[config.mk]
export PLATFORM = sky130hd
export DESIGN_NAME = proc_dmem_bridge
export DESIGN_NICKNAME = d
export VERILOG_FILES = /design/src/rtl/proc_dmem_bridge.sv
export SDC_FILE = /design/constraint.sdc
export NUM_CORES = 1
export LEC_CHECK = 0
export ABC_AREA = 1
export CORE_ASPECT_RATIO = 0.7
export CORE_UTILIZATION = 29
export DETAILED_ROUTE_END_ITERATION = 10
export GPL_TIMING_DRIVEN = 1
export PLACE_DENSITY_LB_ADDON = 0.08
export SYNTH_ARGS = -nofsm -noshare
export SYNTH_HDL_FRONTEND = slang
export SYNTH_SLANG_ARGS = --single-unit
[constraint.sdc]
create_clock -name clk -period 2.7 [get_ports clk]
set_input_delay 0.405 -clock clk [delete_from_list [all_inputs] [get_ports clk]]
set_output_delay 0.405 -clock clk [all_outputs]
set_load 0.005 [all_outputs]
[src/rtl/proc_dmem_bridge.sv]
// Bridge from the single-cycle M-stage data-memory port to a multi-cycle val/rdy bus.
// Optional macro PROC_DMEM_ALIGN_CHECK_EN: misaligned accesses complete locally with misalign_err.
//
// state | meaning
// IDLE  | no access in flight; latch a new request when dmemreq_val=1
// REQ   | busreq_val asserted with latched fields, waiting for busreq_rdy
// WAIT  | request accepted, waiting for busresp_val
// DONE  | result presented on dmemresp_rdata, M released for one cycle
module proc_dmem_bridge #(
  parameter int AW = 32,
  parameter int DW = 32
) (
  input  logic          clk,
  input  logic          rst,
  input  logic          dmemreq_val,
  input  logic          dmemreq_type,
  input  logic [AW-1:0] dmemreq_addr,
  input  logic [DW-1:0] dmemreq_wdata,
  output logic [DW-1:0] dmemresp_rdata,
  output logic          stall_M,
  output logic          busreq_val,
  input  logic          busreq_rdy,
  output logic          busreq_type,
  output logic [AW-1:0] busreq_addr,
  output logic [DW-1:0] busreq_wdata,
  input  logic          busresp_val,
  input  logic [DW-1:0] busresp_data,
  output logic          misalign_err
);

  typedef enum logic [1:0] {IDLE, REQ, WAIT, DONE} state_t;

  state_t        state, state_nxt;
  logic          req_type_q;
  logic [AW-1:0] req_addr_q;
  logic [DW-1:0] req_wdata_q;
  logic [DW-1:0] rdata_q;
  logic          misaligned;

`ifdef PROC_DMEM_ALIGN_CHECK_EN
  logic misalign_q;
  assign misaligned   = (dmemreq_addr[1:0] != 2'b00);
  assign misalign_err = (state == DONE) & misalign_q;
`else
  assign misaligned   = 1'b0;
  assign misalign_err = 1'b0;
`endif

  always_comb begin
    state_nxt = state;
    case (state)
      IDLE: if (dmemreq_val) state_nxt = misaligned ? DONE : REQ;
      REQ:  if (busreq_rdy)  state_nxt = WAIT;
      WAIT: if (busresp_val) state_nxt = DONE;
      DONE: state_nxt = IDLE;
      default: state_nxt = IDLE;
    endcase
  end

  always_ff @(posedge clk or negedge rst) begin
    if (!rst) begin
      state       <= IDLE;
      req_type_q  <= 1'b0;
      req_addr_q  <= '0;
      req_wdata_q <= '0;
      rdata_q     <= '0;
`ifdef PROC_DMEM_ALIGN_CHECK_EN
      misalign_q  <= 1'b0;
`endif
    end else begin
      state <= state_nxt;
      if (state == IDLE && dmemreq_val) begin
        req_type_q  <= dmemreq_type;
        req_addr_q  <= dmemreq_addr;
        req_wdata_q <= dmemreq_wdata;
        rdata_q     <= '0;
`ifdef PROC_DMEM_ALIGN_CHECK_EN
        misalign_q  <= misaligned;
`endif
      end
      // Stores complete with zero so the W stage never sees stale load data.
      if (state == WAIT && busresp_val)
        rdata_q <= req_type_q ? '0 : busresp_data;
    end
  end

  assign busreq_val     = (state == REQ);
  assign busreq_type    = req_type_q;
  assign busreq_addr    = req_addr_q;
  assign busreq_wdata   = req_wdata_q;
  assign stall_M        = dmemreq_val & (state != DONE);
  assign dmemresp_rdata = (state == DONE) ? rdata_q : '0;

endmodule

# Word-level counts from Yosys, hierarchy flattened
# Cells that the tools add are included.
[totals] ff_bits=99 inputBits=102 output_inout_bits=100 word_cells=26
[classes] n_eq_ne=7 n_mux=8 bitwise=1 n_reduce_logical=5
[op_table] operator="$mux W32" n=4
[op_table] operator="$pmux W2 S4" n=1
[op_table] operator="$mux W2" n=3
[op_table] operator="$ne A2 B2 Y1 const B" n=3
[op_table] operator="$eq A2 B2 Y1 const B" n=2
[op_table] operator="$reduce_and A3 Y1" n=1
[op_table] operator="$eq A2 B1 Y1 const B" n=1
[op_table] operator="$logic_and A1 B1 Y1" n=2
[op_table] operator="$logic_not A2 Y1" n=1
[op_table] operator="$ne A2 B1 Y1 const B" n=1
[op_table] operator="$reduce_bool A2 Y1" n=1
[op_table] operator="$and A1 B1 Y1" n=1

# Longest topological paths before layout
[depth] ltp_word=4 mapped_depth=8 ltp_nobuf=6

# Worst setup path after synthesis
# OpenSTA, ideal clock, no wires.
[synth_path] path_kind="reg-to-output" from="reg state[0]" to="out stall_M" arrival_time_ns=1.000 t_required_ns=2.295 slack_ns=1.295 stages_incl_launch_ff=5 path_buffers=2 cell_sequence="dfrtp_1 -> ha_1 -> clkbuf_1 -> buf_2 -> nor2_1"
[synth_between] elab_chain_len=2
[synth_rtl] element="start: declaration" line="33" text="state_t state, state_nxt;"
[synth_rtl] element="start signal: assignment" line="71" text="state <= state_nxt;"
[synth_rtl] element="$ne A2 B2 Y1" line="91" text="assign stall_M = dmemreq_val & (state != DONE);"
[synth_rtl] element="$and A1 B1 Y1" line="91"
[synth_rtl] element="end: declaration" line="20" text="output logic stall_M,"
# Every way passes these cells.

# Worst setup path after layout
[layout_path] from="reg state[1]" to="out dmemresp_rdata[1]"
[layout_between] elab_chain_len=2
[layout_rtl] element="$eq A2 B2 Y1" line="92" text="assign dmemresp_rdata = (state == DONE) ? rdata_q : '0;"
[layout_rtl] element="$mux W32" line="92"
[layout_rtl] element="end: declaration" line="19" text="output logic [DW-1:0] dmemresp_rdata,"
# Every way passes these cells.

==> impl_metrics.csv <==
group,metric,value,unit
layout,fillerInstances,1370,
logic_synthesis,syn_nets,623,
timing,final_layout_setup_total_negative_slack,0,ps
timing,worst_slew_pin_slew,712.5,ps
pwr,powerDensity,947.4,nW/um2
drt,first_pass_iters,4,
clock_tree,cts-root-to-sink-buffers,2,
pwr,power.ir.vdd_worst,0.4036,mV
timing,timing.max_slew.rel_slack,0.5250,
layout,syn2layout_area_growth,55.99,%
logic_synthesis,synth_top_cells_by_area,"sky130_fd_sc_hd__dfrtp_1 58%, sky130_fd_sc_hd__nand2_1 21%, sky130_fd_sc_hd__nand3_1 11%, sky130_fd_sc_hd__inv_1 3.4%, sky130_fd_sc_hd__buf_2 2.6%",
logic_synthesis,synth.distinct_cells,15,
drt,drtIter0Drc,155,
global_route,grt_antenna_before_repair,1,
drt,totalWireLength,12220,um
layout,most-common-layout-cells,"235 x sky130_fd_sc_hd__nand2_1, 198 x sky130_fd_sc_hd__clkdlybuf4s50_1, 99 x sky130_fd_sc_hd__dfrtp_1, 98 x sky130_fd_sc_hd__nand3_1, 39 x sky130_fd_sc_hd__inv_1",
critical_path,cp.required,2300,ps
die,core_area,14190,um2
run_status,outcome,"finished clean",
clock_tree,post-cts-setup-buffer-count,0,
clock_tree,clkTransAtPathRegs,70,ps
critical_path,critPathLaunchType,"flop",
logic_synthesis,yosys_register_bits,99,
clock_tree,cts-buffers-inserted,9,
layout,finish.utilization,0.4717,
logic_synthesis,postSynthCellCount,517,
timing,timing.final.setup_violations,0,
die,io_pins,202,
placement,place.detailed.hpwl,8152,um
critical_path,arrival,1880,ps
global_route,grt_pass1_wl,20380,um
flow_run,drv_cap,0,
drt,routed_wire_length_per_instance,13.66,um
die,row_count,36,
logic_synthesis,syn_area,4290,um2
critical_path,rr_worst_depth,7,
drt,via_per_inst,4.394,
critical_path,crit_path_max_fanout,33,
timing,finalClockSkew,8.846,ps
die,chipWidth,147.4,um
clock_tree,cts.repair.resized,0,
logic_synthesis,synth_area_leader_cell,"sky130_fd_sc_hd__dfrtp_1",
pwr,p_leak,0.003462,uW
layout,mostFrequentLayoutCell,"sky130_fd_sc_hd__nand2_1",
clock_tree,worst_skew_pair.late_latency,340,ps
layout,finalNetCount,805,
critical_path,ff2ff_setup_slack,910,ps
critical_path,r2r-start,"state[0]",
placement,place.port_buffers,200,
critical_path,rr_endpoint,"state[0]",
clock_tree,clock_tree.htree_level_count,3,
critical_path,timing.critical_path.to_type,"output port",
logic_synthesis,synth.yosys.seq_area_share,0.5774,
timing,min_period,2285,ps
timing,report.final.slew_viol_count,0,
die,total_die_area,15290,um2
clock_tree,numClockSinks,99,
logic_synthesis,yosys_warnings,0,
clock_tree,ctsRootBufferMaster,"sky130_fd_sc_hd__clkbuf_16",
worst_hold_path,holdCritPathClass,"in -> async",
layout,final_layout_size_suffix_gt1_frac,0.03835,
logic_synthesis,top_area_cell_type_share_of_the_netlist_area,0.5774,
timing,maxClockFrequency,437.6,MHz
global_route,globalRouteTotalUtil,0.1671,
drt,vias,3933,
placement,weighted_congestion_at_the_end_of_routability_driven_global_placement,0.7595,
die,floorplan.initialDensity,0.3024,
drt,drt_drc_violations_left,0,
global_route,largest_net_degree_at_the_start_of_global_routing,68,
global_route,globalRouteOverflowTotal,0,
clock_tree,tritoncts,"built",
logic_synthesis,mean_post_synth_cell_area,8.299,um2
global_route,first_global_vias,3955,
die,die_y,103.8,um
timing,rsz0062_at_grt,"no",
drt,drt.antenna.violating_nets,0,
timing,finalHoldViolCount,0,
timing,finalCritPeriodShare,0.8464,
clock_tree,cts_hold_buffers,0,
critical_path,timing.setup.critical_path_class,"reg -> out",
logic make-up (layout without fill, tap and decap cells):
kind of cell             after synthesis  count (layout)  share of synthesized area
other                                  1               2                  0.0008741
adder cells (fa/ha/maj)                4               4                    0.01167
AND/OR/NAND/NOR                      338             338                     0.3266
buffers and inverters                 75             262                    0.08341
flip-flops                            99              99                     0.5774
layout make-up:
cell class / instances / area (um2) / area share
timing repair buffer: 207 / 2072 / 0.3096
clock inverter: 6 / 65.06 / 0.009721
tap: 190 / 237.7 / 0.03552
multi-input combinational: 343 / 1463 / 0.2185
clock buffer: 10 / 229.0 / 0.03421
inverter: 39 / 146.4 / 0.02187
sequential: 99 / 2477 / 0.3702
antenna: 1 / 2.502 / 0.0003739
sequential cells by signal, summed over array words and instances (netlist names):
signal        cells
busreq_wdata     32
busreq_type       1
busreq_addr      32
state             2
rdata_q          32
worst max-delay path: stages (launching register included):
cell	delay (ps)
sky130_fd_sc_hd__dfrtp_1	390
sky130_fd_sc_hd__ha_1	160
sky130_fd_sc_hd__buf_4	300
sky130_fd_sc_hd__nand2_1	100
sky130_fd_sc_hd__inv_1	80
sky130_fd_sc_hd__clkdlybuf4s50_1	490
power breakdown:
| group | internal [uW] | switching [uW] | total [uW] |
|---|---|---|---|
| sequential | 2080 | 329 | 2410 |
| clock | 722 | 579 | 1300 |
| combinational | 1390 | 1240 | 2630 |
cells in the mapped netlist (all sizes together):
library cell and instances:
ha 4, dfrtp 99, nand3 98, nand2 236, inv 39, clkbuf 3, buf 33, nor2 2
nand4 2, conb 1
worst max path at each step:
stage	start	endpoint	slack (ps)	depth (start not counted)
floorplan	state[0]	stall_M	1300	4
global placement	state[0]	stall_M	780	4
detailed placement	state[1]	dmemresp_rdata[8]	760	5
CTS	state[1]	dmemresp_rdata[8]	380	5
global route	state[1]	dmemresp_rdata[8]	250	5
finish	state[1]	dmemresp_rdata[1]	410	5
metrics by stage:
| stage | instances | area (um2) | worst slack [ps] | total power (uW) | hold slack [ps] |
|---|---|---|---|---|---|
| detailed placement | 878 | 6396 | 761.3 | 5098 | 457.3 |
| finish | 895 | 6693 | 414.7 | 6341 | 81.47 |
| global placement | 878 | 6396 | 782.6 | 5064 | 453.1 |
| CTS | 894 | 6690 | 383.6 | 6444 | 119.7 |
| global route | 894 | 6690 | 248.3 | 6850 | 134.7 |
| floorplan | 517 | 4290 | 1295 | 3601 | 109.4 |
routing by layer:
metal,global-route usage,vias up,wire length [um]
met5,0,-,0
met4,0.03756,0,41
met3,0.06784,4,1165
met2,0.2480,144,5319
met1,0.2269,1831,5696
li1,-,1954,-
No activity file was read; power rests on OpenSTA's default activity.
